`src/rtl/toast_mem_stage.sv`:
```
// MEM pipeline stage: steers ALU results to writeback or to a single-outstanding
// req/ack data-memory port, with alignment checks, load extension and bus timeout.
module toast_mem_stage #(
  parameter int unsigned TIMEOUT_CYCLES = 255
) (
  input  logic        clk_i,
  input  logic        resetn_i,
  input  logic        ex_valid_i,
  input  logic [31:0] ex_alu_result_i,
  input  logic [31:0] ex_rs2_data_i,
  input  logic        ex_mem_rd_i,
  input  logic        ex_mem_wr_i,
  input  logic [2:0]  ex_funct3_i,
  input  logic [4:0]  ex_rd_addr_i,
  input  logic        ex_reg_wr_i,
  output logic        stall_o,
  output logic        dmem_req_o,
  output logic        dmem_we_o,
  output logic [31:0] dmem_addr_o,
  output logic [3:0]  dmem_be_o,
  output logic [31:0] dmem_wdata_o,
  input  logic        dmem_ack_i,
  input  logic [31:0] dmem_rdata_i,
  output logic        wb_valid_o,
  output logic [31:0] wb_data_o,
  output logic [4:0]  wb_rd_addr_o,
  output logic        wb_reg_wr_o,
  output logic        misalign_o,
  output logic        bus_err_o
);

  localparam int unsigned CNT_W = (TIMEOUT_CYCLES > 0) ? $clog2(TIMEOUT_CYCLES + 1) : 1;
  localparam logic [CNT_W-1:0] CNT_LAST = CNT_W'(TIMEOUT_CYCLES - 1);

  typedef enum logic {IDLE, BUSY} state_e;

  state_e          state_q, state_d;
  logic [CNT_W-1:0] cnt_q, cnt_d;
  logic            stall_q, stall_d;
  logic            req_q, req_d;
  logic            we_q, we_d;
  logic [31:0]     addr_q, addr_d;
  logic [3:0]      be_q, be_d;
  logic [31:0]     wdata_q, wdata_d;
  logic            wb_valid_q, wb_valid_d;
  logic [31:0]     wb_data_q, wb_data_d;
  logic [4:0]      wb_rd_q, wb_rd_d;
  logic            wb_reg_wr_q, wb_reg_wr_d;
  logic            misalign_q, misalign_d;
  logic            bus_err_q, bus_err_d;
  logic [2:0]      cap_f3_q, cap_f3_d;
  logic [1:0]      cap_off_q, cap_off_d;
  logic [4:0]      cap_rd_q, cap_rd_d;
  logic            cap_reg_wr_q, cap_reg_wr_d;

  logic        is_mem, illegal, misal, expire;
  logic [3:0]  be_c;
  logic [31:0] wdata_c, rd_shift, load_val;

  // Request decode: legality, alignment and byte-lane steering of the EX op.
  always_comb begin
    is_mem  = ex_mem_rd_i | ex_mem_wr_i;
    illegal = (ex_mem_rd_i & ex_mem_wr_i)
            | (ex_mem_rd_i & ((ex_funct3_i == 3'd3) | (ex_funct3_i >= 3'd6)))
            | (ex_mem_wr_i & (ex_funct3_i >= 3'd3));
    misal   = ((ex_funct3_i[1:0] == 2'd1) & ex_alu_result_i[0])
            | ((ex_funct3_i[1:0] == 2'd2) & (ex_alu_result_i[1:0] != 2'd0));
    case (ex_funct3_i[1:0])
      2'd0: begin
        be_c    = 4'b0001 << ex_alu_result_i[1:0];
        wdata_c = {4{ex_rs2_data_i[7:0]}};
      end
      2'd1: begin
        be_c    = ex_alu_result_i[1] ? 4'b1100 : 4'b0011;
        wdata_c = {2{ex_rs2_data_i[15:0]}};
      end
      default: begin
        be_c    = 4'b1111;
        wdata_c = ex_rs2_data_i;
      end
    endcase
    if (!ex_mem_wr_i) wdata_c = 32'd0;
  end

  // Load lane extraction and extension.
  always_comb begin
    rd_shift = dmem_rdata_i >> {cap_off_q, 3'b000};
    case (cap_f3_q)
      3'd0:    load_val = {{24{rd_shift[7]}}, rd_shift[7:0]};
      3'd4:    load_val = {24'd0, rd_shift[7:0]};
      3'd1:    load_val = {{16{rd_shift[15]}}, rd_shift[15:0]};
      3'd5:    load_val = {16'd0, rd_shift[15:0]};
      default: load_val = rd_shift;
    endcase
  end

  // Next-state and registered-output logic.
  always_comb begin
    state_d      = state_q;
    cnt_d        = cnt_q;
    req_d        = req_q;
    we_d         = we_q;
    addr_d       = addr_q;
    be_d         = be_q;
    wdata_d      = wdata_q;
    wb_valid_d   = 1'b0;
    wb_data_d    = wb_data_q;
    wb_rd_d      = wb_rd_q;
    wb_reg_wr_d  = wb_reg_wr_q;
    misalign_d   = 1'b0;
    bus_err_d    = 1'b0;
    cap_f3_d     = cap_f3_q;
    cap_off_d    = cap_off_q;
    cap_rd_d     = cap_rd_q;
    cap_reg_wr_d = cap_reg_wr_q;
    expire       = (TIMEOUT_CYCLES != 0) && (cnt_q == CNT_LAST);

    case (state_q)
      IDLE: begin
        if (ex_valid_i) begin
          if (!is_mem) begin
            wb_valid_d  = 1'b1;
            wb_data_d   = ex_alu_result_i;
            wb_rd_d     = ex_rd_addr_i;
            wb_reg_wr_d = ex_reg_wr_i;
          end else if (illegal || misal) begin
            misalign_d  = 1'b1;
            wb_valid_d  = 1'b1;
            wb_data_d   = 32'd0;
            wb_rd_d     = ex_rd_addr_i;
            wb_reg_wr_d = 1'b0;
          end else begin
            state_d      = BUSY;
            cnt_d        = '0;
            req_d        = 1'b1;
            we_d         = ex_mem_wr_i;
            addr_d       = {ex_alu_result_i[31:2], 2'b00};
            be_d         = be_c;
            wdata_d      = wdata_c;
            cap_f3_d     = ex_funct3_i;
            cap_off_d    = ex_alu_result_i[1:0];
            cap_rd_d     = ex_rd_addr_i;
            cap_reg_wr_d = ex_reg_wr_i;
          end
        end
      end
      BUSY: begin
        if (dmem_ack_i || expire) begin
          state_d     = IDLE;
          cnt_d       = '0;
          req_d       = 1'b0;
          we_d        = 1'b0;
          addr_d      = 32'd0;
          be_d        = 4'd0;
          wdata_d     = 32'd0;
          wb_valid_d  = 1'b1;
          wb_rd_d     = cap_rd_q;
          // Ack beats a simultaneous timeout expiry.
          if (dmem_ack_i) begin
            wb_data_d   = we_q ? 32'd0 : load_val;
            wb_reg_wr_d = we_q ? 1'b0 : cap_reg_wr_q;
          end else begin
            bus_err_d   = 1'b1;
            wb_data_d   = 32'd0;
            wb_reg_wr_d = 1'b0;
          end
        end else begin
          cnt_d = cnt_q + CNT_W'(1);
        end
      end
      default: state_d = IDLE;
    endcase

    stall_d = (state_d == BUSY);
  end

  always_ff @(posedge clk_i or negedge resetn_i) begin
    if (!resetn_i) begin
      state_q      <= IDLE;
      cnt_q        <= '0;
      stall_q      <= 1'b0;
      req_q        <= 1'b0;
      we_q         <= 1'b0;
      addr_q       <= 32'd0;
      be_q         <= 4'd0;
      wdata_q      <= 32'd0;
      wb_valid_q   <= 1'b0;
      wb_data_q    <= 32'd0;
      wb_rd_q      <= 5'd0;
      wb_reg_wr_q  <= 1'b0;
      misalign_q   <= 1'b0;
      bus_err_q    <= 1'b0;
      cap_f3_q     <= 3'd0;
      cap_off_q    <= 2'd0;
      cap_rd_q     <= 5'd0;
      cap_reg_wr_q <= 1'b0;
    end else begin
      state_q      <= state_d;
      cnt_q        <= cnt_d;
      stall_q      <= stall_d;
      req_q        <= req_d;
      we_q         <= we_d;
      addr_q       <= addr_d;
      be_q         <= be_d;
      wdata_q      <= wdata_d;
      wb_valid_q   <= wb_valid_d;
      wb_data_q    <= wb_data_d;
      wb_rd_q      <= wb_rd_d;
      wb_reg_wr_q  <= wb_reg_wr_d;
      misalign_q   <= misalign_d;
      bus_err_q    <= bus_err_d;
      cap_f3_q     <= cap_f3_d;
      cap_off_q    <= cap_off_d;
      cap_rd_q     <= cap_rd_d;
      cap_reg_wr_q <= cap_reg_wr_d;
    end
  end

  assign stall_o      = stall_q;
  assign dmem_req_o   = req_q;
  assign dmem_we_o    = we_q;
  assign dmem_addr_o  = addr_q;
  assign dmem_be_o    = be_q;
  assign dmem_wdata_o = wdata_q;
  assign wb_valid_o   = wb_valid_q;
  assign wb_data_o    = wb_data_q;
  assign wb_rd_addr_o = wb_rd_q;
  assign wb_reg_wr_o  = wb_reg_wr_q;
  assign misalign_o   = misalign_q;
  assign bus_err_o    = bus_err_q;

endmodule

```
`config.mk`:
```
export PLATFORM = sky130hd
export DESIGN_NAME = toast_mem_stage
export DESIGN_NICKNAME = d
export VERILOG_FILES = /design/src/rtl/toast_mem_stage.sv
export SDC_FILE = /design/constraint.sdc
export NUM_CORES = 1
export LEC_CHECK = 0
export CAP_MARGIN = 20
export CORE_MARGIN = 3
export CORE_UTILIZATION = 30
export CTS_CLUSTER_DIAMETER = 200
export DETAILED_ROUTE_END_ITERATION = 12
export RECOVER_POWER = 25
export SLEW_MARGIN = 10
export SYNTH_ARGS = -nofsm -noshare
export SYNTH_HDL_FRONTEND = slang
export SYNTH_SLANG_ARGS = --single-unit
export TNS_END_PERCENT = 50
```
`constraint.sdc`:
```
create_clock -name clk_i -period 4.85 [get_ports clk_i]
set_clock_uncertainty 0.05 [all_clocks]
set_input_delay 0.485 -clock clk_i [delete_from_list [all_inputs] [get_ports clk_i]]
set_output_delay 0.485 -clock clk_i [all_outputs]
set_load 0.05 [all_outputs]
```
==> key figures, run 1 <==
Worst setup path
  – Cell count of the worst reg-to-reg path: 5
  – Crit start category: register
  – FF-to-FF setup slack: around 1900 ps
  – Req. time, crit path: 5130 ps
  – Crit. End Element: register
  – Reg-to-Reg Start: stall_o
  – Critical path class: reg2reg
  – CP arrival: roughly 3200 ps
  – Capturing point of the worst reg2reg path: wb_data_o[31]
  – CP Max Fanout: 17

Detailed routing
  – DR WL/cell: slightly below 20 um
  – Routed WL: about 21000 um
  – Post-route DRC: 0
  – TritonRoute pass-1 iters: 4
  – DR vias/cell: about 5.2
  – Initial DRC Count: about 430
  – Antenna Violating Nets Remaining: 0
  – Vias: ~5.5k

Synth
  – Largest family of logic cells by synthesized area: compound AO/OA/AOI/OAI gates
  – Synth Flop Type: dfrtp_1
  – Post-synth EDFFs: 0
  – Register area share after synthesis: 52.79%
  – Asr flop ratio synth: 100.0%
  – YS warnings: 0
  – Post-Synth XOR/XNOR Area: less than 1%
  – Simple-gate share of the synthesized area: 9.310%
  – Synth Area in Adders: less than 1%
  – Syn avg cell area: ~10 um^2
  – Seq cells post-synth: ~130
  – Cell Area, Synth: a little over 6000 um^2
  – Library cells used by synthesis: 48
  – Mux cell area share after synthesis: about an eighth
  – Synth Instances: just under 600
  – Post-synthesis compound-gate area fraction: a little over a fifth

Die
  – I/O Pins: ~220
  – Core Rows: just over 50
  – Core Footprint: roughly 20000 um^2
  – Initial Utilization: a little over 30%
  – Die Span X: ~150 um
  – Die Y: approximately 150 um
  – Die footprint: about 22000 um^2

Global routing
  – Gr ovfl total: 0
  – GRT Total Usage: between 15 and 20%
  – Initial antenna violation count: 0
  – Vias in the first global route: between 5k and 6k
  – Largest net degree at the start of global routing: 81
  – First-pass GRT wire length: 32030 um

STA
  – TNS Setup: 0 ps
  – Period minus WS final: 2942 ps
  – Measured slew at the worst slew-check pin: about 950 ps
  – FMAX: 0.3399 GHz
  – Final Hold Viols: 0
  – RSZ-0062 raised after global routing: false
  – Max-slew violation count: 0
  – Post-route clock period utilization: about three fifths
  – Worst hold slack: between 40 and 50 ps
  – Final Setup Violations: 0
  – Worst rel slew slack: between 30 and 40%

Clock network
  – Worst-skew pair later-pin latency: roughly 410 ps
  – Setup bufs post-CTS: 0
  – # hold bufs at CTS: 0
  – Longest Clk Path Bufs: 2
  – Post-CTS resize count: 0
  – Clock sink count: around 130
  – Root buffer cell: clkbuf_16
  – CTS buffer count: 17
  – CTS tree: yes
  – Clock slew at reported path FFs: about 60 ps
  – Clock H-tree levels: 4

Place
  – Routability Congestion: 0.8767
  – DPL Wire Length: roughly 15000 um
  – Total placed cells including tap cells: between 1k and 1.5k
  – IO buf count: 220

Cells and area
  – Final nets: 899
  – Layout cells sized above 1: 8.407%
  – # diodes: 0
  – Area growth, synth to finish: 49.56%
  – Cell Count, Final, Fillers Out: ~1.1k

Power
  – Switching part of the total: about 40%
  – Combinational share of power: around two fifths
  – Clk pwr share: 27.5%
  – LEAKAGE: between 3 and 4 nW
  – P_sw: approximately 1.9 mW
  – Pwr/cell area: ~520 nW/um^2
  – Worst ir drop on vdd: around 240 uV
  – Pint: approximately 2.8 mW
  – Seq pwr share: between 30% and 40%

Min path
  – Worst Hold Class: in2async

Flow run
  – Max cap viols: 0

Run status
  – Status: completed
-- how the worst max path moves through the flow --
stage / to / cells after the start / start / slack [ps]
4_1_cts: dmem_wdata_o[28] / 7 / ex_funct3_i[0] / 1890
3_5_place_dp: dmem_wdata_o[11] / 7 / ex_funct3_i[0] / 1450
5_1_grt: wb_data_o[31] / 5 / stall_o / 1710
6_report: wb_data_o[31] / 5 / stall_o / 1910
3_3_place_gp: dmem_wdata_o[13] / 7 / ex_funct3_i[0] / 1660
2_1_floorplan: cnt_q[6] / 6 / stall_o / 2670
-- Yosys cell counts, types with 3 or more instances --
cell        n  area (um^2)
clkbuf_1   21        78.83
nor2_1     53        198.9
nand2_1    47        176.4
dfrtp_1   129         3228
a21boi_1    4        30.03
inv_1       6        22.52
a22o_1     39        341.6
a21oi_1    56        280.3
and3_1      3        18.77
nor2b_1     5        31.28
mux2i_1    48        480.5
a22oi_1    18        135.1
buf_1       3        11.26
a221oi_1   16        140.1
nand3_1     6        30.03
mux2_2     20        225.2
o21ai_0    46        230.2
o31ai_1     3        22.52
buf_2      20        100.1
-- cell usage in the layout, fill, tap and decap left out, types with 4 or more instances in the layout --
cell type and instances:
clkdlybuf4s50_1 219, a21oi_1 56, buf_4 10, nor2b_1 5, mux2_2 20, a22o_1 39, o21ai_0 46, a221oi_1 16
nor2_1 53, a21boi_1 4, inv_1 6, dfrtp_1 129, nand3_1 6, clkinvlp_4 4, nand2_1 47, mux2i_1 48
a22oi_1 18, clkbuf_16 17
-- state kept, by name, indices dropped and copies added, names as in the netlist --
register and cells:
cap_f3_q 3, cap_reg_wr_q 1, stall_o 1, dmem_be_o 4
wb_valid_o 1, misalign_o 1, bus_err_o 1, wb_reg_wr_o 1
cnt_q 8, dmem_we_o 1, dmem_wdata_o 32, cap_rd_q 5
wb_data_o 32, cap_off_q 2, dmem_req_o 1, wb_rd_addr_o 5
dmem_addr_o 30
-- metrics by stage --
stage	power [mW]	util [%]	instance area [um^2]	worst slack [ps]
2_1_floorplan	2.699	-	6118	2668
3_3_place_gp	3.412	43.37	8551	1663
3_5_place_dp	3.435	43.37	8551	1452
4_1_cts	4.753	46.38	9145	1892
5_1_grt	4.928	46.38	9145	1705
6_report	4.713	46.38	9145	1908
-- layout make-up --
class | instances | area, um^2
clock buffer | 21 | 460.4
clock inverter | 9 | 133.9
fill | 1825 | 10570
inverter | 6 | 22.52
multi-input combinational | 402 | 2690
sequential | 129 | 3228
tap | 265 | 331.6
timing repair buffer | 230 | 2278
-- power groups by stage --
stage | logic, mW | registers (mW) | clock network [mW]
3_5_place_dp | 1.92 | 1.52 | 0
2_1_floorplan | 0.510 | 2.19 | 0
6_report | 1.91 | 1.51 | 1.30
5_1_grt | 2.01 | 1.54 | 1.38
3_3_place_gp | 1.90 | 1.51 | 0
4_1_cts | 1.92 | 1.51 | 1.32
-- cell families after synthesis --
kind of cell             count (synthesis)
flip-flops                             129
other                                    1
adder cells (fa/ha/maj)                  2
multiplexers                            69
AO/OA/AOI/OAI                          197
buffers and inverters                   53
XOR/XNOR                                 2
AND/OR/NAND/NOR                        130
-- critical path, stage by stage (launching register included) --
cell	delay (ps)
dfrtp_1	820
nand3b_1	280
nor3b_2	660
nor2b_1	670
a221oi_1	220
a21oi_1	180
-- layer usage --
layer	routed length [um]	vias up	track usage, %
met5	0	-	0
met4	389	0	5.812
met3	1406	26	4.710
met2	10100	218	29.48
met1	8893	2746	25.19
li1	-	2550	-
Power figures use the tool's default switching activity.
==> run 2, diff against run 1 <==
==> constraint.sdc (replaced) <==
create_clock -name clk_i -period 2.95 [get_ports clk_i]
set_clock_uncertainty 0.05 [all_clocks]
set_input_delay 0.295 -clock clk_i [delete_from_list [all_inputs] [get_ports clk_i]]
set_output_delay 0.295 -clock clk_i [all_outputs]
set_load 0.05 [all_outputs]
==> run 2 against run 1 <==
Total power increased by 68%; sequential power increased by 62%; cell count increased by 1.2%; clock power rose by 75%; critical endpoint unchanged; the run now ends with capacitance limit, slew limit left; fmax increased by 20%; global-route usage rose by 0.29 points; clock-buffer cell count is 1 lower; register-to-register slack got worse by 1400 ps; largest power group unchanged; final area increased by 1.6%; die area stayed put; highest routed layer unchanged; first-iteration DRC count fell by 12%; non-clock buffer count rose by 11.
==> key figures, run 2 (synthesized netlist as in run 1, its figures left out) <==
Global routing
  – Vias in the first global route: 5631 (+1.2%)
  – Gr ovfl total: 0 (unchanged)
  – GRT Total Usage: 18.89% (+0.29 points)
  – M1 GR Usage: 25.62% (+0.43 points)
  – First-pass GRT wire length: 32590 um (+1.7%)
  – Largest net degree at the start of global routing: 78 (-3.7%)
  – Grt met2 use: 29.94% (+0.45 points)
  – Top Usage Layer GRT: met2
  – GRT met3 Usage: 4.315% (-0.40 points)
  – Initial antenna violation count: 0 (unchanged)

Place
  – Total placed cells including tap cells: 1042 (+0.97%)
  – Post-DP Area: 8651 um^2 (+1.2%)
  – IO buf count: 220 (unchanged)
  – Routability Congestion: 0.8454 (-3.6%)
  – DPL Wire Length: 15200 um (+0.91%)

Die
  – Die footprint: 22130 um^2 (unchanged)
  – I/O Pins: 223 (unchanged)
  – Core Rows: 51 (unchanged)
  – Die Span X: 148.8 um (unchanged)
  – Core Footprint: 19720 um^2 (unchanged)
  – Initial Utilization: 31.01% (unchanged)
  – Die Y: 148.8 um (unchanged)

Cells and area
  – Most common cell after layout, fill and taps aside: clkdlybuf4s50_1
  – Fillers: 1804 (-1.2%)
  – Most frequent cells in the layout: clkdlybuf4s50_1 (219), dfrtp_1 (129), a21oi_1 (56)
  – Fin util: 47.12% (+0.74 points)
  – # diodes: 0 (unchanged)
  – Post-route cell area: 9291 um^2 (+1.6%)
  – Final nets: 910 (+1.2%)
  – Layout cells sized above 1: 9.877% (+1.5 points)
  – Cell Count, Final, Fillers Out: 1075 (+1.2%)
  – Area growth, synth to finish: 51.95%

Power
  – Pwr/cell area: 851.5 nW/um^2 (+65%)
  – LEAKAGE: 3.922 nW (+2.4%)
  – Worst ir drop on vdd: 416.5 uV (+73%)

Worst setup path
  – Critical path class: reg2reg
  – Crit start category: register
  – FF-to-FF setup slack: 510 ps (-1400 ps)
  – Req. time, crit path: 3180 ps (-1950 ps)
  – Capturing point of the worst reg2reg path: wb_data_o[31]
  – CP Max Fanout: 16 (-1)
  – Cell count of the worst reg-to-reg path: 5 (unchanged)
  – Reg-to-Reg Start: cap_off_q[0]
  – Crit. End Element: register
  – CP arrival: 2680 ps (-550 ps)

Detailed routing
  – Vias: 5561 (+0.38%)
  – Initial DRC Count: 382 (-12%)
  – DR WL/cell: 19.39 um (-0.97%)
  – DR vias/cell: 5.173 (-0.83%)
  – Post-route DRC: 0 (unchanged)
  – TritonRoute pass-1 iters: 5 (+1)
  – Routed WL: 20840 um (+0.24%)
  – Antenna Violating Nets Remaining: 0 (unchanged)

Clock network
  – Longest Clk Path Bufs: 2 (unchanged)
  – Clock sink count: 129 (unchanged)
  – Setup bufs post-CTS: 0 (unchanged)
  – Clock H-tree levels: 4 (unchanged)
  – CTS buffer count: 17 (unchanged)
  – CTS tree: yes
  – Worst-skew pair later-pin latency: 410 ps (about the same)
  – Root buffer cell: clkbuf_16
  – Clock slew at reported path FFs: 60 ps (about the same)

STA
  – FMAX: 0.4091 GHz (+20%)
  – Period minus WS final: 2444 ps (-497.9 ps)
  – Worst rel slew slack: -34.98% (-71 points)
  – Final Hold Viols: 0 (unchanged)
  – Measured slew at the worst slew-check pin: 2025 ps (+1074 ps)
  – TNS Setup: 0 ps (unchanged)
  – Final Setup Violations: 0 (unchanged)
  – Post-route clock period utilization: 82.86% (+22 points)
  – RSZ-0062 raised after global routing: false
  – Max-slew violation count: 77 (+77)

Min path
  – Hold_sp: dmem_wdata_o[26]
  – Worst Hold End: dmem_wdata_o[26]
  – WHS Path Cells: 2
  – Worst Hold Class: reg2reg

Flow run
  – Max cap viols: 1 (+1)

Run status
  – Status: finished with violations
  – Failing checks: capacitance limit, slew limit
-- run 2: critical path: stages, from the launching register on --
cell      delay [ps]
dfrtp_1          640
mux2_2           410
or3b_1           340
o2111a_1         360
a221oi_1         370
a21oi_1          130
-- run 2: timing repair --
action / CTS / global route
hold buffers: 1 / 0
endpoints found under the hold margin: 76 / 0
gates resized for setup: 0 / 0
-- run 2: final cells by class --
class	count	area, um^2	area share, %
flip-flops and latches	129	3228	34.74
clock buffers	20	456.7	4.915
inverters	6	22.52	0.2424
clock inverters	12	180.2	1.939
well taps	265	331.6	3.569
repair buffers	241	2382	25.64
multi-input cells	402	2690	28.95
-- run 2: worst max-delay path by stage --
stage	cells after the start	endpoint	start
after floorplan	6	cnt_q[6]	stall_o
after detailed placement	6	dmem_addr_o[20]	ex_funct3_i[0]
after global routing	2	dmem_addr_o[5]	resetn_i
after CTS	5	wb_data_o[31]	cap_off_q[0]
after global placement	7	dmem_addr_o[11]	ex_funct3_i[0]
final	5	wb_data_o[31]	cap_off_q[0]
-- run 2: power breakdown --
part	total (mW)	internal [mW]	switching (mW)	leakage [nW]
Combinational	3.18	1.15	2.03	1.97
Clock	2.27	1.46	0.810	0.307
Sequential	2.45	2.17	0.288	1.64
-- run 2: metal layers --
| layer | part of all wire, % | vias to the layer above |
|---|---|---|
| met5 | 0 | - |
| met4 | 2.5 | 0 |
| met3 | 5.8 | 35 |
| met2 | 48 | 201 |
| met1 | 43 | 2755 |
| li1 | - | 2570 |
-- run 2: stage by stage --
| stage | hold WS, ps | setup WS (ps) | power [mW] |
|---|---|---|---|
| 2_1_floorplan | -50.59 | 767.9 | 4.437 |
| 3_3_place_gp | 330.1 | 256.5 | 5.636 |
| 3_5_place_dp | 340.4 | 171.9 | 5.670 |
| 4_1_cts | 434.0 | 493.2 | 7.977 |
| 5_1_grt | 444.3 | 234.5 | 8.253 |
| 6_report | 431.7 | 505.6 | 7.911 |
==> run 3, diff against run 2 <==
==> constraint.sdc (replaced) <==
create_clock -name clk_i -period 2.4 [get_ports clk_i]
set_clock_uncertainty 0.05 [all_clocks]
set_input_delay 0.24 -clock clk_i [delete_from_list [all_inputs] [get_ports clk_i]]
set_output_delay 0.24 -clock clk_i [all_outputs]
set_load 0.05 [all_outputs]
==> run 3 against run 2 <==
The run still ends with capacitance limit, slew limit left; non-clock buffer count up 17; clock power is 22% higher; critical path type is now reg2out; wire length rose by 1.3%.
==> key figures, run 3 (synthesized netlist as in run 1, its figures left out) <==
Run status
  – Status: finished with violations
  – Failing checks: capacitance limit, slew limit

Place
  – Routability Congestion: 0.8688 (+2.8%)
  – Dpl ws: -18.22 ps (-190.1 ps)
  – Post-DP Area: 8791 um^2 (+1.6%)
  – DPL Wire Length: 15760 um (+3.7%)
  – IO buf count: 220 (unchanged)
  – Total placed cells including tap cells: 1059 (+1.6%)

STA
  – RSZ-0062 raised after global routing: false
  – Worst hold slack: 406.8 ps (-24.88 ps)
  – Final Setup Violations: 0 (unchanged)
  – Worst rel slew slack: -19.88% (+15 points)
  – Final Hold Viols: 0 (unchanged)
  – FMAX: 0.4600 GHz
  – Measured slew at the worst slew-check pin: 1798 ps (-226.5 ps)
  – Final worst setup slack: 225.9 ps (-279.7 ps)
  – Period minus WS final: between 2000 and 2500 ps
  – Max-slew violation count: 69 (-10%)
  – Post-route clock period utilization: roughly 91%

Worst setup path
  – Crit start category: register
  – CP Max Fanout: 7 (-9)
  – FF-to-FF setup slack: 230 ps (-280 ps)
  – Crit. End Element: output port
  – CP arrival: 1880 ps (-800 ps)
  – Req. time, crit path: 2110 ps (-1070 ps)
  – Critical path class: reg2out

Clock network
  – Clock H-tree levels: 4 (unchanged)
  – Worst-skew pair later-pin latency: 420 ps (about the same)
  – CTS buffer count: 17 (unchanged)
  – Clock sink count: 129 (unchanged)
  – Root buffer cell: clkbuf_16
  – # hold bufs at CTS: 1 (unchanged)
  – CTS tree: yes
  – Setup bufs post-CTS: 0 (unchanged)
  – Post-CTS resize count: 0 (unchanged)
  – Clock slew at reported path FFs: 60 ps (about the same)
  – Longest Clk Path Bufs: 2 (unchanged)

Power
  – Pint: 5.935 mW (+24%)
  – Switching part of the total: 39.16% (-0.43 points)
  – Total power: 9.755 mW (+23%)
  – Pwr/cell area: 1035 nW/um^2 (+22%)
  – LEAKAGE: 4.006 nW (+2.1%)
  – Clk pwr share: 28.5% (-0.3 points)
  – Worst ir drop on vdd: 496.3 uV (+19%)
  – Seq pwr share: 30.7% (-0.3 points)
  – P_sw: 3.820 mW (+22%)
  – Combinational share of power: 40.7% (+0.5 points)

Detailed routing
  – TritonRoute pass-1 iters: 5 (unchanged)
  – DR WL/cell: 19.35 um (-0.18%)
  – Antenna Violating Nets Remaining: 0 (unchanged)
  – Routed WL: 21110 um (+1.3%)
  – Vias: 5564 (+0.054%)
  – Initial DRC Count: 403 (+5.5%)
  – Post-route DRC: 0 (unchanged)
  – DR vias/cell: 5.100 (-1.4%)

Cells and area
  – Most common cell after layout, fill and taps aside: clkdlybuf4s50_1
  – Fillers: 1786 (-1.0%)
  – Area growth, synth to finish: 54.12%
  – Cell Count, Final, Fillers Out: 1091 (+1.5%)
  – Layout cells sized above 1: 11.50% (+1.6 points)
  – Most frequent cells in the layout: clkdlybuf4s50_1 (219), dfrtp_1 (129), a21oi_1 (56)
  – Final nets: 927 (+1.9%)
  – # diodes: 0 (unchanged)
  – Post-route cell area: 9424 um^2 (+1.4%)

Min path
  – Worst Hold Class: in2reg

Global routing
  – Initial antenna violation count: 0 (unchanged)
  – GRT Total Usage: 19.02% (+0.13 points)
  – Top Usage Layer GRT: met2
  – Gr ovfl total: 0 (unchanged)
  – M1 GR Usage: 25.01% (-0.61 points)
  – First-pass GRT wire length: 32760 um (+0.53%)
  – Vias in the first global route: 5690 (+1.0%)
  – Grt met2 use: 30.64% (+0.70 points)
  – GRT met3 Usage: 4.376% (+0.061 points)
  – Largest net degree at the start of global routing: 70 (-10%)

Die
  – Die Y: 148.8 um (unchanged)
  – Core Rows: 51 (unchanged)
  – I/O Pins: 223 (unchanged)
  – Die footprint: 22130 um^2 (unchanged)
  – Initial Utilization: 31.01% (unchanged)
  – Die Span X: 148.8 um (unchanged)
  – Core Footprint: 19720 um^2 (unchanged)

Flow run
  – Max cap viols: 1 (unchanged)
## run 3: final timing paths
path                                    from          endpoint  cells past startpoint
setup / recovery                     stall_o           stall_o                      2
hold / removal             ex_rs2_data_i[17]  dmem_wdata_o[17]                      3
setup reg to reg                    cnt_q[0]     wb_data_o[11]                      8
hold reg to reg             dmem_wdata_o[12]  dmem_wdata_o[12]                      2
max in group asynchronous           resetn_i    dmem_addr_o[9]                      3
min in group asynchronous           resetn_i  dmem_wdata_o[22]                      2
## run 3: cell type report
type | instances | area, um^2 | share of cell area [%]
flip-flops and latches | 129 | 3228 | 34.25
inverters | 6 | 22.52 | 0.2390
repair buffers | 258 | 2522 | 26.77
clock buffers | 22 | 474.2 | 5.032
well taps | 265 | 331.6 | 3.518
clock inverters | 9 | 155.1 | 1.646
multi-input cells | 402 | 2690 | 28.54
## run 3: power by group through the flow
stage               clock network, mW  logic, mW  registers (mW)
global route                     2.94       4.18            3.07
CTS                              2.83       4.01            3.00
floorplan                           0       1.03            4.42
detailed placement                  0       3.99            3.03
finish                           2.78       3.97            3.00
global placement                    0       3.95            3.02
## run 3: routing by layer
layer / wire (um) / part of all wire [%] / up-vias
met5: 0 / 0 / -
met4: 593 / 2.8 / 0
met3: 1207 / 5.7 / 35
met2: 10240 / 48 / 190
met1: 9071 / 43 / 2729
li1: - / - / 2610
## run 3: metrics by stage
stage | setup TNS [ps] | util (%)
after CTS | 0 | 47.83
after global placement | 0 | 44.58
after floorplan | 0 | -
after detailed placement | -52.90 | 44.58
final | 0 | 47.79
after global routing | 0 | 47.79
## run 3: worst max-delay path, cell delays in order (launching register included)
cell and delay [ps]:
dfrtp_1 450, buf_4 210, clkdlybuf4s50_1 810
